### src/rtl/md5_arith_pkg.sv
// md5_arith_pkg: word/slice widths and FSM encoding shared by the sliced MD5 adder and subtractor.
package md5_arith_pkg;
  localparam int WORD_W = 32;
  localparam int SLICE_W = 8;
  typedef enum logic [1:0] {IDLE, RUN, DONE} state_e;
endpackage

### src/rtl/sub8.sv
// sub8: one-slice combinational subtract, {bo, d} = a - b - bi.
module sub8 #(
  parameter int W = md5_arith_pkg::SLICE_W
) (
  input  logic [W-1:0] a,
  input  logic [W-1:0] b,
  input  logic         bi,
  output logic [W-1:0] d,
  output logic         bo
);
  // The extra top bit of the W+1 wide difference is the borrow.
  assign {bo, d} = {1'b0, a} - {1'b0, b} - {{W{1'b0}}, bi};
endmodule

### src/rtl/sub32_serial.sv
// sub32_serial: iterative a - b - bi, one SLICE-bit slice per clock through a single shared sub8.
module sub32_serial
  import md5_arith_pkg::*;
#(
  parameter int WIDTH = WORD_W,
  parameter int SLICE = SLICE_W
) (
  input  logic             clk,
  input  logic             rst_n,
  input  logic             in_valid,
  output logic             in_ready,
  input  logic [WIDTH-1:0] a,
  input  logic [WIDTH-1:0] b,
  input  logic             bi,
  output logic             out_valid,
  input  logic             out_ready,
  output logic [WIDTH-1:0] diff,
  output logic             bo
);
  localparam int SL = (SLICE == 0) ? 1 : SLICE;
  localparam int NSLICE = (WIDTH / SL < 1) ? 1 : WIDTH / SL;
  localparam int IW = (NSLICE > 1) ? $clog2(NSLICE) : 1;
  localparam logic [IW-1:0] LAST = IW'(NSLICE - 1);

  if (SLICE == 0 || WIDTH % SL != 0) begin : g_bad_cfg
    $fatal(1, "sub32_serial: WIDTH must be a nonzero multiple of SLICE");
  end

  state_e state_q, state_d;
  logic [NSLICE-1:0][SL-1:0] a_q, a_d, b_q, b_d, diff_q, diff_d;
  logic [IW-1:0] idx_q, idx_d;
  logic brw_q, brw_d, bo_q, bo_d;
  logic [SL-1:0] s_d;
  logic s_bo;

  sub8 #(.W(SL)) u_sub8 (
    .a  (a_q[idx_q]),
    .b  (b_q[idx_q]),
    .bi (brw_q),
    .d  (s_d),
    .bo (s_bo)
  );

  always_comb begin
    state_d = state_q;
    a_d = a_q;
    b_d = b_q;
    diff_d = diff_q;
    idx_d = idx_q;
    brw_d = brw_q;
    bo_d = bo_q;
    case (state_q)
      IDLE: if (in_valid) begin
        a_d = a;
        b_d = b;
        brw_d = bi;
        idx_d = '0;
        state_d = RUN;
      end
      RUN: begin
        diff_d[idx_q] = s_d;
        brw_d = s_bo;
        idx_d = (idx_q == LAST) ? '0 : idx_q + 1'b1;
        bo_d = (idx_q == LAST) ? s_bo : bo_q;
        state_d = (idx_q == LAST) ? DONE : RUN;
      end
      DONE: state_d = out_ready ? IDLE : DONE;
      default: state_d = IDLE;
    endcase
  end

  always_ff @(posedge clk or negedge rst_n) begin
    if (!rst_n) begin
      state_q <= IDLE;
      a_q <= '0;
      b_q <= '0;
      diff_q <= '0;
      idx_q <= '0;
      brw_q <= 1'b0;
      bo_q <= 1'b0;
    end else begin
      state_q <= state_d;
      a_q <= a_d;
      b_q <= b_d;
      diff_q <= diff_d;
      idx_q <= idx_d;
      brw_q <= brw_d;
      bo_q <= bo_d;
    end
  end

  assign in_ready = (state_q == IDLE);
  assign out_valid = (state_q == DONE);
  assign diff = diff_q;
  assign bo = bo_q;
endmodule

### config.mk
export PLATFORM = sky130hd
export DESIGN_NAME = sub32_serial
export DESIGN_NICKNAME = d
export VERILOG_FILES = /design/src/rtl/md5_arith_pkg.sv /design/src/rtl/sub8.sv /design/src/rtl/sub32_serial.sv
export SDC_FILE = /design/constraint.sdc
export NUM_CORES = 1
export LEC_CHECK = 0
export ABC_AREA = 1
export CORE_AREA = 2 2 115 117
export DETAILED_ROUTE_END_ITERATION = 12
export DIE_AREA = 0 0 117 119
export SLEW_MARGIN = 15
export SYNTH_ARGS = -nofsm -noshare
export SYNTH_HDL_FRONTEND = slang
export SYNTH_SLANG_ARGS = --single-unit
export TNS_END_PERCENT = 50
### constraint.sdc
create_clock -name clk -period 4.3 [get_ports clk]
set_input_delay 1.29 -clock clk [delete_from_list [all_inputs] [get_ports clk]]
set_output_delay 1.29 -clock clk [all_outputs]
set_load 0.01 [all_outputs]
==> results of run 1 <==
-- state kept, by name, summed over array words and instances, names as in the netlist --
name / cells
a_q: 32
b_q: 32
bo: 1
brw_q: 1
diff: 32
idx_q: 2
state_q: 2
-- kinds of logic after synthesis --
kind of cell             after synthesis  share of synthesized area [%]
AO/OA/AOI/OAI                         68                           8.54
XOR/XNOR                               4                          0.877
adder cells (fa/ha/maj)               18                           4.95
buffers and inverters                 61                           5.65
flip-flops                           102                           52.6
AND/OR/NAND/NOR                      338                           27.4
-- critical path: stages (launching register included) --
cell	delay, ps
dfrtp_1	680
inv_2	350
a21oi_1	230
a32o_1	230
fa_1	190
inv_1	80
fa_1	430
inv_1	80
nand2_2	60
a21oi_4	170
o21bai_1	90
xor2_1	340
o21ai_1	90
-- per-stage QoR --
step	std cells	instance area, um2
after global placement	847	5990
after detailed placement	847	5990
after floorplan	591	4850
final	863	6280
after global routing	863	6280
after CTS	863	6280
-- worst max path at each step --
| stage | start | end | slack [ps] |
|---|---|---|---|
| after floorplan | idx_q[0] | diff[14] | 1670 |
| after detailed placement | idx_q[1] | diff[30] | 1110 |
| after global placement | idx_q[1] | diff[30] | 1130 |
| final | idx_q[1] | diff[30] | 1130 |
| after global routing | idx_q[1] | diff[6] | 920 |
| after CTS | idx_q[1] | diff[30] | 1100 |
-- cell usage in the layout (no fill, tap or decap), types with 2 or more instances in the layout --
cell type and instances:
nand2_1 291, dfrtp_1 102, clkdlybuf4s50_1 102, inv_1 28, nor2_1 23, o21ai_0 21
ha_1 16, o21ai_1 15, nand3_1 12, a21oi_1 11, clkbuf_16 9, a32o_1 8
nand2_2 8, o22ai_1 7, buf_4 6, inv_2 5, xor2_1 3, clkinvlp_4 3
nand3_2 2, o21bai_1 2, fa_1 2, clkinv_2 2
-- per-layer routing --
metal | wire length, um | track usage (%) | up-vias | share of wire [%]
met1 | 5460 | 24.5 | 1846 | 47
met4 | 140 | 5.22 | 0 | 1.2
met2 | 5520 | 28.1 | 103 | 47
met3 | 537 | 3.87 | 10 | 4.6
li1 | - | - | 2038 | -
met5 | 0 | 0 | - | 0
-- layout make-up --
class | instances | share of cell area (%)
clock inverters | 6 | 0.996
inverters | 33 | 1.97
multi-input cells | 428 | 32.3
repair buffers | 108 | 17.0
well taps | 176 | 3.51
clock buffers | 10 | 3.65
flip-flops and latches | 102 | 40.6
==> results.sh, run 1 <==
export IMPL_start_util_pct=37.7
export IMPL_start_kind="flop"
export IMPL_core_region_area_um2=12900
export IMPL_drtAntennaViolNets=0
export IMPL_antenna_found_initial=0
export IMPL_fin_nets=769
export IMPL_vias=3997
export IMPL_clk_latency_ps=350
export IMPL_min_period_over_period_pct=73.8
export IMPL_grt_pass1_wl_um=19500
export IMPL_cts_buffers_inserted=9
export IMPL_place_gp_congestion=0.807
export IMPL_portBuffers=103
export IMPL_finalHoldViolations=0
export IMPL_routed_via_density=4.63
export IMPL_yosysSeqAreaShare_pct=52.6
export IMPL_max_cap_violations=0
export IMPL_r2r_setup_slack_ps=1130
export IMPL_drcViolationCount=0
export IMPL_core_rowCount=42
export IMPL_outcome="complete, no violations"
export IMPL_nFillCells=1268
export IMPL_die_height_um=119
export IMPL_synth_edf_count=0
export IMPL_cts_root_buf="clkbuf_16"
export IMPL_setup_viol=0
export IMPL_min_from="a_q[25]"
export IMPL_cts_tree="yes"
export IMPL_ios=104
export IMPL_cts_sinks=102
export IMPL_r2r_start="idx_q[1]"
export IMPL_holdPathEnd="a_q[25]"
export IMPL_max_slew_margin_pct=56.3
export IMPL_syn_inst=591
export IMPL_postCtsHoldBufs=0
export IMPL_hpwlAfterDp_um=8360
export IMPL_syn_area_um2=4850
export IMPL_required_ps=4510
export IMPL_synth_most_common_cell="nand2_1"
export IMPL_critical_path_class="flop to flop"
export IMPL_synth_seq_cells=102
export IMPL_drive_gt1_share_pct=5.82
export IMPL_tightest_slew_ps=655
export IMPL_clockBufferDepth=2
export IMPL_ys_flop_type="dfrtp_1"
export IMPL_yosysUniqueCellTypes=27
export IMPL_arrival_ps=3380
export IMPL_synth_commonest_cells="nand2_1 (292), dfrtp_1 (102), inv_1 (29)"
export IMPL_yosysWarnings=0
export IMPL_utilization_pct=48.8
export IMPL_grtUsageTotal_pct=17.8
export IMPL_diodes=0
export IMPL_wire_per_inst_um=13.5
export IMPL_finalWorstSetupSlack_ps=1130
export IMPL_syn_area_per_cell_um2=8.21
export IMPL_clkTransAtPathRegs_ps=70
export IMPL_slew_violations=0
export IMPL_multi_input_area_um2=2030
export IMPL_netlist_area_leader_share_pct=52.6
export IMPL_whs_ps=479
export IMPL_grt_pass1_vias=4048
export IMPL_dieArea_um2=13900
export IMPL_endpoint_kind="flop"
export IMPL_drt_total_wl_um=11700
export IMPL_hold_path_class="flop to flop"
export IMPL_grt_max_degree=66
export IMPL_synthesis_nets=678
export IMPL_clock_skew_ps=7.60
export IMPL_die_w_um=117
export IMPL_syn2layout_area_growth_pct=29.5
export IMPL_min_period_ps=3170
export IMPL_rr_worst_depth=12
export IMPL_cts_setup_buffers=0
export IMPL_drt_iter0_markers=237
export IMPL_cts_max_level=3
export IMPL_drt_pass1_iter_count=4
export IMPL_place_ws_ps=1110
export IMPL_yosys_area_top_type="dfrtp_1"
export IMPL_min_path_cells=2
export IMPL_synth_area_leaders="dfrtp_1 (53%), nand2_1 (23%), ha_1 (4.1%)"
export IMPL_path_max_fanout=26
export IMPL_r2r_end="diff[30]"
export IMPL_overflow=0
export IMPL_setup_tns_ps=0
export IMPL_grt_setup_unrepaired="no"
export IMPL_seq_area_um2=2550
export IMPL_post_cts_resized=0
export IMPL_fmax_ghz=0.315
export IMPL_ys_async_sr_fraction_pct=100
Power of run 1 is left out: the tool's default activity adds up to more than one toggle a clock period on the data nets, which glitch-free logic cannot reach.
==> run 2: changes to the inputs <==
--- a/config.mk
+++ b/config.mk
@@ -9,6 +9,7 @@
 export CORE_AREA = 2 2 115 117
 export DETAILED_ROUTE_END_ITERATION = 12
 export DIE_AREA = 0 0 117 119
+export PLACE_DENSITY = 0.65
 export SLEW_MARGIN = 15
 export SYNTH_ARGS = -nofsm -noshare
 export SYNTH_HDL_FRONTEND = slang
==> constraint.sdc (replaced) <==
create_clock -name clk -period 2.7 [get_ports clk]
set_input_delay 0.81 -clock clk [delete_from_list [all_inputs] [get_ports clk]]
set_output_delay 0.81 -clock clk [all_outputs]
set_load 0.01 [all_outputs]
==> run 2 against run 1 <==
Worst hold slack worse by 66 ps. Core utilization up 1.9 points. Global-route usage grew 0.27 points. Non-clock buffer count grew 17. Highest routed layer unchanged. Clock skew grew 3.5 ps. Routed wire length grew 2.7%. Sequential share of layout area fell by 1.5 points. Via count up 3.0%.
==> results.sh, run 2 (synthesis results as in run 1) <==
export IMPL_drt_total_wl_um=12000
export IMPL_vias=4116
export IMPL_diodes=0
export IMPL_drive_gt1_share_pct=9.09
export IMPL_grt_pass1_wl_um=19800
export IMPL_ios=104
export IMPL_hpwlAfterDp_um=8780
export IMPL_drt_pass1_iter_count=6
export IMPL_grtUsageTotal_pct=18.1
export IMPL_cpLargestDelayFamily="compound AO/OA/AOI/OAI gates"
export IMPL_grt_setup_unrepaired="yes"
export IMPL_cts_tree="yes"
export IMPL_slowest_stage="dfrtp_2"
export IMPL_layout_common_cells="nand2_1 (291), clkdlybuf4s50_1 (102), dfrtp_1 (101)"
export IMPL_clk_latency_ps=340
export IMPL_portBuffers=103
export IMPL_path_cells="buf_6 -> buf_4 -> a21oi_1 -> a32o_1 -> fa_1 -> inv_1 -> fa_2 -> inv_1 -> nand2_2 -> a21oi_4 -> o21bai_1 -> xor2_2 -> o21ai_1"
export IMPL_grt_max_degree=66
export IMPL_die_w_um=117
export IMPL_tightest_slew_ps=521
export IMPL_rr_worst_depth=13
export IMPL_cts_sinks=102
export IMPL_nFillCells=1194
export IMPL_setup_viol=0
export IMPL_placed_cells_incl_taps=858
export IMPL_hold_path_class="input port to asynchronous set/reset pin"
export IMPL_place_gp_congestion=0.864
export IMPL_wire_per_inst_um=13.6
export IMPL_endpoint_kind="flop"
export IMPL_fin_nets=786
export IMPL_required_ps=2900
export IMPL_dieArea_um2=13900
export IMPL_critical_path_class="flop to flop"
export IMPL_drt_iter0_markers=302
export IMPL_r2r_start="idx_q[0]"
export IMPL_slew_violations=0
export IMPL_max_cap_violations=0
export IMPL_antenna_found_initial=0
export IMPL_grt_pass1_vias=3999
export IMPL_start_util_pct=37.7
export IMPL_cpMostUsedCell="inv_1"
export IMPL_startpoint="idx_q[0]"
export IMPL_routed_via_density=4.68
export IMPL_max_slew_margin_pct=65.2
export IMPL_r2r_end="diff[30]"
export IMPL_arrival_ps=2740
export IMPL_stdcell_count=880
export IMPL_cts_max_level=3
export IMPL_postCtsHoldBufs=0
export IMPL_layout_commonest_cell="nand2_1"
export IMPL_drcViolationCount=0
export IMPL_clkTransAtPathRegs_ps=70
export IMPL_start_kind="flop"
export IMPL_r2r_setup_slack_ps=160
export IMPL_core_region_area_um2=12900
export IMPL_outcome="complete, no violations"
export IMPL_path_max_fanout=5
export IMPL_setup_tns_ps=0
export IMPL_min_period_over_period_pct=93.9
export IMPL_cts_buffers_inserted=9
export IMPL_min_period_ps=2540
export IMPL_overflow=0
export IMPL_clockBufferDepth=2
export IMPL_syn2layout_area_growth_pct=34.4
export IMPL_drtAntennaViolNets=0
export IMPL_clock_skew_ps=11.1
export IMPL_cts_root_buf="clkbuf_16"
export IMPL_max_stage_delay_ps=410
export IMPL_finalHoldViolations=0
export IMPL_die_height_um=119
export IMPL_fmax_ghz=0.394
export IMPL_core_rowCount=42
export IMPL_crit_buf_inv=4
[run 2: per-layer routing]
metal / part of all wire, % / wire length, um / global-route usage, % / vias to the layer above
li1: - / - / - / 2074
met1: 48 / 5700 / 25.7 / 1901
met2: 46 / 5500 / 28.0 / 133
met3: 5.5 / 657 / 3.56 / 8
met4: 0.96 / 115 / 5.22 / 0
met5: 0 / 0 / 0 / -
[run 2: worst max-delay path by stage]
| stage | to | cells past startpoint | slack, ps |
|---|---|---|---|
| final | diff[30] | 13 | 160 |
| after global routing | brw_q | 15 | -20 |
| after CTS | diff[30] | 12 | 7 |
| after detailed placement | diff[29] | 13 | 8 |
| after global placement | diff[29] | 13 | 70 |
| after floorplan | diff[14] | 14 | 70 |
[run 2: area by class of cell]
cell class	instances	area (um2)	area share, %
Sequential cell	102	2550	39.2
Multi-Input combinational cell	428	2070	31.8
Timing Repair Buffer	125	1250	19.2
Clock buffer	11	253	3.88
Tap cell	176	220	3.38
Inverter	33	131	2.01
Clock inverter	5	40.0	0.614
[run 2: worst register-to-register path, cell delays in order (launching register included)]
cell,delay (ps)
dfrtp_2,410
buf_6,140
buf_4,110
a21oi_1,60
a32o_1,220
fa_1,360
inv_1,120
fa_2,240
inv_1,60
nand2_2,70
a21oi_4,70
o21bai_1,220
xor2_2,230
o21ai_1,90
[run 2: timing repair]
action,in CTS,in global routing
resized for setup,1,15
setup endpoints to repair,1,17
buffers inserted,0,5
pin swaps,0,4
cloned,0,1
[run 2: stage by stage]
stage	worst slack [ps]	hold slack, ps	area, um2	utilization (%)
final	165	413	6520	50.6
after floorplan	71.6	444	4850	-
after detailed placement	8.41	460	6110	47.5
after global routing	-24.8	443	6520	50.6
after CTS	7.50	423	6410	49.8
after global placement	73.2	463	6110	47.5
Power of run 2 is left out for the same reason.
